<file path="src/rtl/dmem_arbiter_if.sv">
// Bundle of the two requester ports and the RAM-side bus shared by the
// data-memory arbiter. The arbiter connects through the slave modport; the
// requesters and the RAM model connect through the master modport.
interface dmem_arbiter_if #(
    parameter int ADDR_W = 8,
    parameter int DATA_W = 32
);
    // Port 0: CPU memory stage
    logic              p0_req;
    logic              p0_we;
    logic [ADDR_W-1:0] p0_addr;
    logic [DATA_W-1:0] p0_wdata;
    logic              p0_gnt;
    logic              p0_rvalid;
    logic [DATA_W-1:0] p0_rdata;

    // Port 1: loader / debug
    logic              p1_req;
    logic              p1_we;
    logic [ADDR_W-1:0] p1_addr;
    logic [DATA_W-1:0] p1_wdata;
    logic              p1_gnt;
    logic              p1_rvalid;
    logic [DATA_W-1:0] p1_rdata;

    // Single-port RAM bus
    logic [ADDR_W-1:0] ram_addr;
    logic [DATA_W-1:0] ram_data;
    logic              ram_wren;
    logic [DATA_W-1:0] ram_q;

    logic              busy;

    modport slave (
        input  p0_req, p0_we, p0_addr, p0_wdata,
        input  p1_req, p1_we, p1_addr, p1_wdata,
        input  ram_q,
        output p0_gnt, p0_rvalid, p0_rdata,
        output p1_gnt, p1_rvalid, p1_rdata,
        output ram_addr, ram_data, ram_wren,
        output busy
    );

    modport master (
        output p0_req, p0_we, p0_addr, p0_wdata,
        output p1_req, p1_we, p1_addr, p1_wdata,
        output ram_q,
        input  p0_gnt, p0_rvalid, p0_rdata,
        input  p1_gnt, p1_rvalid, p1_rdata,
        input  ram_addr, ram_data, ram_wren,
        input  busy
    );
endinterface

</file>
<file path="src/rtl/dmem_arbiter.sv">
// Round-robin arbiter and access sequencer for the single-port data RAM.
// Port 0 is the CPU memory stage, port 1 the loader/debug port. Every output
// comes straight from a register, so no request reaches an output without
// passing through a flop. Reads take three cycles (IDLE, ISSUE, RDWAIT) to
// cover the RAM's one-cycle read latency; writes take two (IDLE, ISSUE).
module dmem_arbiter #(
    parameter int ADDR_W = 8,
    parameter int DATA_W = 32
) (
    input  logic          clk,
    input  logic          rst,
    dmem_arbiter_if.slave bus
);

    typedef enum logic [1:0] {
        ST_IDLE   = 2'd0,
        ST_ISSUE  = 2'd1,
        ST_RDWAIT = 2'd2
    } state_t;

    state_t            state_r;
    logic              prio_r;     // port that wins a tie
    logic              winner_r;   // port owning the access in flight
    logic              is_write_r; // access in flight is a write

    logic              p0_gnt_r;
    logic              p1_gnt_r;
    logic              p0_rvalid_r;
    logic              p1_rvalid_r;
    logic [DATA_W-1:0] p0_rdata_r;
    logic [DATA_W-1:0] p1_rdata_r;
    logic [ADDR_W-1:0] ram_addr_r;
    logic [DATA_W-1:0] ram_data_r;
    logic              ram_wren_r;
    logic              busy_r;

    logic              any_req_s;
    logic              winner_s;
    logic              sel_we_s;
    logic [ADDR_W-1:0] sel_addr_s;
    logic [DATA_W-1:0] sel_wdata_s;

    // Choose the winning port: a lone requester wins, a tie goes to prio_r.
    always_comb begin
        any_req_s = bus.p0_req | bus.p1_req;
        if (bus.p0_req && bus.p1_req) begin
            winner_s = prio_r;
        end else if (bus.p1_req) begin
            winner_s = 1'b1;
        end else begin
            winner_s = 1'b0;
        end
    end

    // Route the winning port's command toward the RAM command registers.
    always_comb begin
        if (winner_s) begin
            sel_we_s    = bus.p1_we;
            sel_addr_s  = bus.p1_addr;
            sel_wdata_s = bus.p1_wdata;
        end else begin
            sel_we_s    = bus.p0_we;
            sel_addr_s  = bus.p0_addr;
            sel_wdata_s = bus.p0_wdata;
        end
    end

    // Sequencer FSM: arbitrates in IDLE, drives the RAM in ISSUE, and
    // captures read data in RDWAIT; all outputs are registered here.
    always_ff @(posedge clk) begin
        if (rst) begin
            state_r     <= ST_IDLE;
            prio_r      <= 1'b0;
            winner_r    <= 1'b0;
            is_write_r  <= 1'b0;
            p0_gnt_r    <= 1'b0;
            p1_gnt_r    <= 1'b0;
            p0_rvalid_r <= 1'b0;
            p1_rvalid_r <= 1'b0;
            p0_rdata_r  <= {DATA_W{1'b0}};
            p1_rdata_r  <= {DATA_W{1'b0}};
            ram_addr_r  <= {ADDR_W{1'b0}};
            ram_data_r  <= {DATA_W{1'b0}};
            ram_wren_r  <= 1'b0;
            busy_r      <= 1'b0;
        end else begin
            // gnt and rvalid are single-cycle pulses
            p0_gnt_r    <= 1'b0;
            p1_gnt_r    <= 1'b0;
            p0_rvalid_r <= 1'b0;
            p1_rvalid_r <= 1'b0;
            case (state_r)
                ST_IDLE: begin
                    if (any_req_s) begin
                        winner_r   <= winner_s;
                        is_write_r <= sel_we_s;
                        ram_addr_r <= sel_addr_s;
                        ram_data_r <= sel_wdata_s;
                        ram_wren_r <= sel_we_s;
                        prio_r     <= ~winner_s;
                        if (winner_s) begin
                            p1_gnt_r <= 1'b1;
                        end else begin
                            p0_gnt_r <= 1'b1;
                        end
                        busy_r  <= 1'b1;
                        state_r <= ST_ISSUE;
                    end else begin
                        ram_wren_r <= 1'b0;
                        busy_r     <= 1'b0;
                        state_r    <= ST_IDLE;
                    end
                end
                ST_ISSUE: begin
                    ram_wren_r <= 1'b0;
                    if (is_write_r) begin
                        busy_r  <= 1'b0;
                        state_r <= ST_IDLE;
                    end else begin
                        busy_r  <= 1'b1;
                        state_r <= ST_RDWAIT;
                    end
                end
                ST_RDWAIT: begin
                    // ram_q now reflects the address presented in ISSUE
                    if (winner_r) begin
                        p1_rdata_r  <= bus.ram_q;
                        p1_rvalid_r <= 1'b1;
                    end else begin
                        p0_rdata_r  <= bus.ram_q;
                        p0_rvalid_r <= 1'b1;
                    end
                    ram_wren_r <= 1'b0;
                    busy_r     <= 1'b0;
                    state_r    <= ST_IDLE;
                end
                default: begin
                    ram_wren_r <= 1'b0;
                    busy_r     <= 1'b0;
                    state_r    <= ST_IDLE;
                end
            endcase
        end
    end

    assign bus.p0_gnt    = p0_gnt_r;
    assign bus.p1_gnt    = p1_gnt_r;
    assign bus.p0_rvalid = p0_rvalid_r;
    assign bus.p1_rvalid = p1_rvalid_r;
    assign bus.p0_rdata  = p0_rdata_r;
    assign bus.p1_rdata  = p1_rdata_r;
    assign bus.ram_addr  = ram_addr_r;
    assign bus.ram_data  = ram_data_r;
    assign bus.ram_wren  = ram_wren_r;
    assign bus.busy      = busy_r;

endmodule

</file>
<file path="src/flat_wrapper.sv">
// flat-port wrapper written by rule: the top's interface ports become plain ports
module dmem_arbiter_flat 
#(
    parameter int ADDR_W = 8,
    parameter int DATA_W = 32
)
  (clk, rst, bus_p0_req, bus_p0_we, bus_p0_addr, bus_p0_wdata, bus_p1_req, bus_p1_we, bus_p1_addr, bus_p1_wdata, bus_ram_q, bus_p0_gnt, bus_p0_rvalid, bus_p0_rdata, bus_p1_gnt, bus_p1_rvalid, bus_p1_rdata, bus_ram_addr, bus_ram_data, bus_ram_wren, bus_busy);
  dmem_arbiter_if #(.ADDR_W(ADDR_W), .DATA_W(DATA_W)) bus_i ();
  input  logic clk;
  input  logic rst;
  input wire logic [$bits(bus_i.p0_req)-1:0] bus_p0_req;
  input wire logic [$bits(bus_i.p0_we)-1:0] bus_p0_we;
  input wire logic [$bits(bus_i.p0_addr)-1:0] bus_p0_addr;
  input wire logic [$bits(bus_i.p0_wdata)-1:0] bus_p0_wdata;
  input wire logic [$bits(bus_i.p1_req)-1:0] bus_p1_req;
  input wire logic [$bits(bus_i.p1_we)-1:0] bus_p1_we;
  input wire logic [$bits(bus_i.p1_addr)-1:0] bus_p1_addr;
  input wire logic [$bits(bus_i.p1_wdata)-1:0] bus_p1_wdata;
  input wire logic [$bits(bus_i.ram_q)-1:0] bus_ram_q;
  output wire logic [$bits(bus_i.p0_gnt)-1:0] bus_p0_gnt;
  output wire logic [$bits(bus_i.p0_rvalid)-1:0] bus_p0_rvalid;
  output wire logic [$bits(bus_i.p0_rdata)-1:0] bus_p0_rdata;
  output wire logic [$bits(bus_i.p1_gnt)-1:0] bus_p1_gnt;
  output wire logic [$bits(bus_i.p1_rvalid)-1:0] bus_p1_rvalid;
  output wire logic [$bits(bus_i.p1_rdata)-1:0] bus_p1_rdata;
  output wire logic [$bits(bus_i.ram_addr)-1:0] bus_ram_addr;
  output wire logic [$bits(bus_i.ram_data)-1:0] bus_ram_data;
  output wire logic [$bits(bus_i.ram_wren)-1:0] bus_ram_wren;
  output wire logic [$bits(bus_i.busy)-1:0] bus_busy;
  assign bus_i.p0_req = bus_p0_req;
  assign bus_i.p0_we = bus_p0_we;
  assign bus_i.p0_addr = bus_p0_addr;
  assign bus_i.p0_wdata = bus_p0_wdata;
  assign bus_i.p1_req = bus_p1_req;
  assign bus_i.p1_we = bus_p1_we;
  assign bus_i.p1_addr = bus_p1_addr;
  assign bus_i.p1_wdata = bus_p1_wdata;
  assign bus_i.ram_q = bus_ram_q;
  assign bus_p0_gnt = bus_i.p0_gnt;
  assign bus_p0_rvalid = bus_i.p0_rvalid;
  assign bus_p0_rdata = bus_i.p0_rdata;
  assign bus_p1_gnt = bus_i.p1_gnt;
  assign bus_p1_rvalid = bus_i.p1_rvalid;
  assign bus_p1_rdata = bus_i.p1_rdata;
  assign bus_ram_addr = bus_i.ram_addr;
  assign bus_ram_data = bus_i.ram_data;
  assign bus_ram_wren = bus_i.ram_wren;
  assign bus_busy = bus_i.busy;
  dmem_arbiter #(.ADDR_W(ADDR_W), .DATA_W(DATA_W)) u_core (.clk(clk), .rst(rst), .bus(bus_i));
endmodule
</file>
<file path="config.mk">
export PLATFORM = sky130hd
export DESIGN_NAME = dmem_arbiter_flat
export DESIGN_NICKNAME = d
export VERILOG_FILES = /design/src/rtl/dmem_arbiter_if.sv /design/src/rtl/dmem_arbiter.sv /design/src/flat_wrapper.sv
export SDC_FILE = /design/constraint.sdc
export NUM_CORES = 1
export LEC_CHECK = 0
export BUFFER_PORTS_ARGS = -buffer_cell sky130_fd_sc_hd__buf_2
export CAP_MARGIN = 15
export CORE_MARGIN = 2
export CORE_UTILIZATION = 45
export CTS_BUF_LIST = sky130_fd_sc_hd__clkbuf_4
export CTS_CLUSTER_SIZE = 14
export DETAILED_ROUTE_END_ITERATION = 8
export PLACE_DENSITY = 0.83
export SYNTH_ARGS = -nofsm -noshare
export SYNTH_HDL_FRONTEND = slang
export SYNTH_SLANG_ARGS = --single-unit
</file>
<file path="constraint.sdc">
create_clock -name clk -period 2 [get_ports clk]
set_input_delay 0.2 -clock clk [delete_from_list [all_inputs] [get_ports clk]]
set_output_delay 0.2 -clock clk [all_outputs]
set_load 0.05 [all_outputs]
</file>
==> run summary, run 1 <==
status -> finished, final reports clean
final count of hold timing violations -> 0
routing usage on met1 -> 33.8%
final period utilization -> 95.5%
pre-CTS setup slack -> 0.567 ns
Final WS setup -> 0.0892 ns
worst hold path endpoint -> u_core.bus.ram_wren$_SDFF_PP0_
Via density -> 5.57
endpoints failing setup -> 0
met3 usage -> 10.3%
Clock H-tree levels -> 4
average size of a mapped cell -> 7.99 sq um
CP max FO -> 22
post-route setup TNS -> 0 ns
filler cell count in the final layout -> 701
die width -> 104 microns
Synth top area share -> 51.6%
Syn Nets -> 676
register area -> 2300 sq um
clk_lat worst skew -> 0.49 ns
post-DP HPWL -> 9120 microns
ys flop type -> dfxtp_1
Fin Hold WS -> 0.0678 ns
Multi-input gate area -> 1910 sq um
clock sinks -> 115
R2R cell count -> 5
unrepaired setup endpoints after global routing -> no
P per Cell Area -> 735 nW/um^2
VDD IR max -> 0.000430 V
Die Y -> 104 microns
post-synth cell types -> 28
largest area contributor in the netlist -> dfxtp_1
IO buf count -> 227
Synth warnings -> 0
design area -> 7010 sq um
clk_skew -> 0.0161 ns
Global Route met2 Usage -> 50.6%
Avg WL per Cell -> 15.9 microns
Initial DRT Pass Iterations -> 7
FFs w/ async S/R, synth -> 0%
Worst slew margin -> 59.0%
Max Cap Viol -> 0
remaining global-route overflow -> 0
worst slew pin tran -> 0.615 ns
Worst Setup End Kind -> register
Core ar. -> 9680 sq um
hold wc startpoint -> bus_p1_we
Final Total Pwr -> 5.15 mW
via count -> 5656
Starting DRT DRC Count -> 362
Crit Path Class -> reg2reg
layout cells sized above 1 -> 30.6%
CP Data Arrival Time -> 2.30 ns
Leakage -> 3.11 nW
Mapped Cells -> 558
WL final -> 16100 microns
Post-DP Area -> 5650 sq um
min Tclk post-route -> 1.91 ns
EDFF count, synth -> 0
Fmax -> 523 MHz
max-slew violation count -> 0
gr busiest metal -> met2
cell area after synthesis -> 4460 sq um
DR DRC count -> 0
worst r2r dst -> u_core.bus.ram_addr[1]$_SDFFE_PP0N_
Longest Clk Path Bufs -> 2
worst r2r src -> u_core.state_r[0]$_SDFF_PP0_
io pins -> 228
# nets final -> 991
CTS tree -> built
vias in the first global route -> 5369
Worst Path Required -> 2.39 ns
largest net degree at the start of global routing -> 61
FP Rows -> 36
startpoint types -> register
first-pass GRT wire length -> 26100 microns
HP Class -> in2reg
root buffer cell -> clkbuf_4
Seq cells post-synth -> 115
Min-Delay Path Depth -> 3
Final ANT Viol Nets -> 0
FF-to-FF setup slack -> 0.09 ns
Num CTS Buffers -> 17
top cells by area, synth -> dfxtp_1 (52%), nand2_1 (11%), a21oi_1 (7.5%)
initial antenna violation count -> 0
Placer Congestion -> 0.825
Clock transition at path regs -> 0.10 ns
initial core utilization -> 46.1%
share of the yosys chip area belonging to registers -> 51.6%
ANT cells -> 0
Global Route Usage Sum -> 29.8%
die area -> 10700 sq um
area grow syn2layout -> 57.1%
[state kept, by name (all words and copies together), names as in the netlist, 2 cells and up]
register,count
u_core.state_r,2
u_core.bus.ram_addr,8
u_core.bus.ram_data,32
u_core.bus.p0_rdata,32
u_core.bus.p1_rdata,32
[cells in the mapped netlist (all sizes together), types with 2 or more instances]
cell type and n:
nand4 40, nor2b 2, buf 30, nand2 129
a31oi 40, clkbuf 29, a21oi 67, o21ai 44
dfxtp 115, nor2 7, nand3 42
[layout make-up]
cell class	instances	area share (%)
Sequential cell	115	32.9
Clock buffer	17	1.82
Inverter	1	0.0536
Tap cell	133	2.38
Clock inverter	11	1.05
Timing Repair Buffer	355	34.5
Multi-Input combinational cell	383	27.3
[per-layer routing]
layer | share of wire (%) | vias up
met5 | 0 | -
met4 | 3.4 | 0
met3 | 10 | 56
met2 | 49 | 390
met1 | 37 | 2619
li1 | - | 2591
[power breakdown]
| part | switching (mW) | internal [mW] | total (mW) |
|---|---|---|---|
| Sequential | 0.0691 | 2.41 | 2.48 |
| Combinational | 0.845 | 0.484 | 1.33 |
| Clock | 0.792 | 0.555 | 1.35 |
[worst max path at each step]
stage / depth (start not counted) / slack (ns) / end / start
after floorplan: 5 / 0.72 / u_core.bus.p0_rdata[2]$_SDFFE_PP0P_ / u_core.state_r[1]$_SDFF_PP0_
after global placement: 4 / 0.61 / u_core.bus.p0_rdata[2]$_SDFFE_PP0P_ / u_core.state_r[1]$_SDFF_PP0_
after detailed placement: 4 / 0.57 / u_core.bus.p0_rdata[3]$_SDFFE_PP0P_ / u_core.state_r[1]$_SDFF_PP0_
after CTS: 5 / 0.1 / u_core.bus.ram_data[6]$_SDFFE_PP0N_ / u_core.state_r[0]$_SDFF_PP0_
after global routing: 5 / 0.01 / u_core.bus.ram_addr[1]$_SDFFE_PP0N_ / u_core.state_r[0]$_SDFF_PP0_
final: 5 / 0.09 / u_core.bus.ram_addr[1]$_SDFFE_PP0N_ / u_core.state_r[0]$_SDFF_PP0_
[per-stage QoR]
| stage | util (%) | cells |
|---|---|---|
| floorplan | - | 558 |
| global placement | 58.3 | 874 |
| detailed placement | 58.3 | 874 |
| CTS | 72.1 | 1015 |
| global route | 72.4 | 1015 |
| finish | 72.4 | 1015 |
[cell families after synthesis]
| logic type | share of synthesized area [%] |
|---|---|
| simple gates | 23.6 |
| compound gates | 18.8 |
| flops | 51.6 |
| buf+inv | 6.00 |
[layout by cell type (no fill, tap or decap), types with 6 or more instances in the layout]
cell           Yosys  layout
nand3_1           42      42
a31oi_1           40      40
buf_2             28     226
o21ai_1            5       6
nand2_1          129     129
a21oi_1           67      66
clkbuf_4           0      17
dfxtp_1          115     113
nand4_1           40      40
o21ai_0           39      38
buf_4              0      11
clkinv_1           0       7
dlygate4sd3_1      0     113
[repair_timing]
| action | CTS | global route |
|---|---|---|
| endpoints found under the setup margin | 0 | 34 |
| resized for setup | 0 | 10 |
| hold endpoints to repair | 106 | 0 |
| buffers inserted | 0 | 0 |
| hold buffers | 113 | 0 |
[critical path, cell delays in order, from the launching register on]
cell           delay, ns
dfxtp_2             0.37
or2_1               0.26
buf_4               0.21
o21ai_0             0.26
a31oi_1             0.13
dlygate4sd3_1       0.59
Power figures use the tool's default switching activity.
==> run 2, diff against run 1 <==
- clock period: 2 -> 2.2 ns (I/O delays scaled with it)
==> run 2 against run 1 <==
  * First-iteration DRC count rose by 12%
  * Wire length rose by 5.2%
  * Non-clock buffer count is 3 lower
  * Core utilization grew 0.53 points
  * Clock power up 15%
  * Sequential share of layout area decreased by 0.27 points
  * Via count down 0.30%
  * Register-to-register slack improved by 0.05 ns
  * Hold slack improved by 0.026 ns
  * Flip-flop and latch count is the same
  * Critical path type unchanged
==> run summary, run 2 (synthesized netlist as in run 1, its figures left out) <==
Clock H-tree levels -> 4 (unchanged)
final count of hold timing violations -> 0 (unchanged)
area grow syn2layout -> 58.2% (was 57.1%)
M1 WL -> 6120 microns (was 6000 microns)
IO buf count -> 227 (unchanged)
vias in the first global route -> 5513 (was 5369)
P per Cell Area -> 710 nW/um^2 (was 735 nW/um^2)
CTS tree -> built (unchanged)
largest net degree at the start of global routing -> 52 (was 61)
post-route setup TNS -> 0 ns (unchanged)
CP Data Arrival Time -> 2.49 ns (was 2.30 ns)
status -> finished, final reports clean (unchanged)
die area -> 10700 sq um (unchanged)
Min-Delay Path Depth -> 3 (unchanged)
via count -> 5639 (was 5656)
clk_skew -> 0.0186 ns (was 0.0161 ns)
clock sinks -> 115 (unchanged)
Clock transition at path regs -> 0.11 ns (was 0.10 ns)
Leakage -> 3.12 nW (was 3.11 nW)
filler cell count in the final layout -> 657 (was 701)
Longest Clk Path Bufs -> 2 (unchanged)
Via density -> 5.54 (was 5.57)
io pins -> 228 (unchanged)
layout cells sized above 1 -> 31.0% (was 30.6%)
clk_lat worst skew -> 0.49 ns (about the same)
DR DRC count -> 0 (unchanged)
Initial DRT Pass Iterations -> 8 (was 7)
Placer Congestion -> 0.815 (was 0.825)
FF-to-FF setup slack -> 0.14 ns (was 0.09 ns)
Num CTS Buffers -> 17 (unchanged)
Die Y -> 104 microns (unchanged)
R2R cell count -> 5 (unchanged)
HP Class -> in2reg (unchanged)
WL final -> 16900 microns (was 16100 microns)
first-pass GRT wire length -> 26800 microns (was 26100 microns)
die width -> 104 microns (unchanged)
crit path max-delay cell type -> dlygate4sd3_1 (unchanged)
Worst Path Required -> 2.63 ns (was 2.39 ns)
register area -> 2300 sq um (about the same)
Max Cap Viol -> 0 (unchanged)
remaining global-route overflow -> 0 (unchanged)
final period utilization -> 93.5% (was 95.5%)
unrepaired setup endpoints after global routing -> no (unchanged)
root buffer cell -> clkbuf_4 (unchanged)
VDD IR max -> 0.000370 V (was 0.000430 V)
Multi-input gate area -> 1920 sq um (was 1910 sq um)
post-DP HPWL -> 9130 microns (was 9120 microns)
startpoint types -> register (unchanged)
worst r2r src -> u_core.state_r[1]$_SDFF_PP0_ (was u_core.state_r[0]$_SDFF_PP0_)
Fmax -> 486 MHz (was 523 MHz)
max-slew violation count -> 0 (unchanged)
worst r2r dst -> u_core.bus.ram_addr[3]$_SDFFE_PP0N_ (was u_core.bus.ram_addr[1]$_SDFFE_PP0N_)
worst hold path endpoint -> u_core.bus.ram_wren$_SDFF_PP0_ (unchanged)
hold wc startpoint -> bus_p0_we (was bus_p1_we)
crit-path max cell delay -> 0.59 ns (about the same)
Fin Hold WS -> 0.0937 ns (was 0.0678 ns)
Starting DRT DRC Count -> 405 (was 362)
crit path cell chain -> or2_1, buf_6, o21ai_0, a31oi_1, dlygate4sd3_1 (was or2_1, buf_4, o21ai_0, a31oi_1, dlygate4sd3_1)
initial core utilization -> 46.1% (unchanged)
most common library cell in the layout ignoring fill and taps -> buf_2 (unchanged)
metal2 WL -> 8330 microns (was 7920 microns)
Worst Setup End Kind -> register (unchanged)
family with the most delay on the worst path -> buffers and inverters (unchanged)
min Tclk post-route -> 2.06 ns (was 1.91 ns)
Worst slew margin -> 67.4% (was 59.0%)
top sig layer -> met4 (unchanged)
FP Rows -> 36 (unchanged)
CP max FO -> 45 (was 22)
Crit Path Class -> reg2reg (unchanged)
Global Route Usage Sum -> 30.6% (was 29.8%)
worst slew pin tran -> 0.488 ns (was 0.615 ns)
initial antenna violation count -> 1 (was 0)
Setup Buffers After CTS -> 0 (unchanged)
# nets final -> 988 (was 991)
metal3 WL -> 1830 microns (was 1640 microns)
Avg WL per Cell -> 16.7 microns (was 15.9 microns)
Core ar. -> 9680 sq um (unchanged)
most frequent cells in the layout -> buf_2 (226), nand2_1 (129), dfxtp_1 (115) (was buf_2 (226), nand2_1 (129), dlygate4sd3_1 (113), dfxtp_1 (113), a21oi_1 (66))
Buffers & Inverters on Critical Path -> 2 (unchanged)
endpoints failing setup -> 0 (unchanged)
Final ANT Viol Nets -> 0 (unchanged)
==> run 2: cell count changes in the layout (fill, tap and decap cells not counted), moves of 2 or more <==
cell and delta:
bufinv_16 +2, buf_8 -2, dlygate4sd3_1 -2, dfxtp_2 -2
clkbuf_4 +2, clkinvlp_4 +2, clkinv_1 -2, dfxtp_1 +2
==> run 2: repair_timing <==
item / in CTS / in global routing
hold endpoints to repair: 104 / 2
resized for setup: 0 / 2
hold buffers: 109 / 2
setup endpoints to repair: 0 / 10
==> run 2: worst max-delay path by stage <==
stage	startpoint	end	slack, ns	cells past startpoint
6_report	u_core.state_r[1]$_SDFF_PP0_	u_core.bus.ram_addr[3]$_SDFFE_PP0N_	0.14	5
5_1_grt	u_core.state_r[1]$_SDFF_PP0_	u_core.bus.ram_addr[3]$_SDFFE_PP0N_	0.02	5
2_1_floorplan	u_core.state_r[1]$_SDFF_PP0_	u_core.bus.p0_rdata[2]$_SDFFE_PP0P_	0.92	5
3_5_place_dp	bus_p1_req	u_core.bus.ram_data[21]$_SDFFE_PP0N_	0.73	5
4_1_cts	u_core.state_r[1]$_SDFF_PP0_	u_core.bus.ram_addr[4]$_SDFFE_PP0N_	0.20	5
3_3_place_gp	u_core.state_r[1]$_SDFF_PP0_	u_core.bus.p0_rdata[27]$_SDFFE_PP0P_	0.80	4
==> run 2: area by class of cell <==
| type | instances | share of cell area, % |
|---|---|---|
| repair buffers | 352 | 33.8 |
| flip-flops and latches | 115 | 32.6 |
| multi-input cells | 383 | 27.1 |
| well taps | 133 | 2.36 |
| clock buffers | 19 | 2.02 |
| clock inverters | 13 | 2.00 |
| inverters | 1 | 0.0532 |
| diodes | 1 | 0.0355 |
==> run 2: power breakdown <==
group / switching, mW / total [mW] / leakage [nW] / internal [mW]
Combinational: 0.776 / 1.21 / 2.04 / 0.431
Sequential: 0.0651 / 2.25 / 0.937 / 2.19
Clock: 0.763 / 1.55 / 0.146 / 0.791
Total: 1.60 / 5.01 / 3.12 / 3.41
==> run 2: worst reg2reg max path: cells and delay by family, from the launching register on <==
family	cells	cell delay, ns
buffers and inverters	2	0.89
flip-flops	1	0.52
AO/OA/AOI/OAI	2	0.44
AND/OR/NAND/NOR	1	0.17
==> run 2: routing by layer <==
layer,global-route usage [%],vias to the layer above
met2,52.7,432
met4,13.4,0
met5,0,-
li1,-,2594
met3,9.57,71
met1,35.0,2542
==> run 2: through the flow <==
stage	utilization (%)	total power, mW	instance area (sq um)	worst slack (ns)	std cells
floorplan	-	2.96	4460	0.917	558
global placement	58.4	3.24	5650	0.798	873
global route	72.9	5.21	7060	0.0247	1017
finish	72.9	5.01	7060	0.143	1017
CTS	72.6	4.99	7030	0.200	1014
detailed placement	58.4	3.26	5650	0.732	873
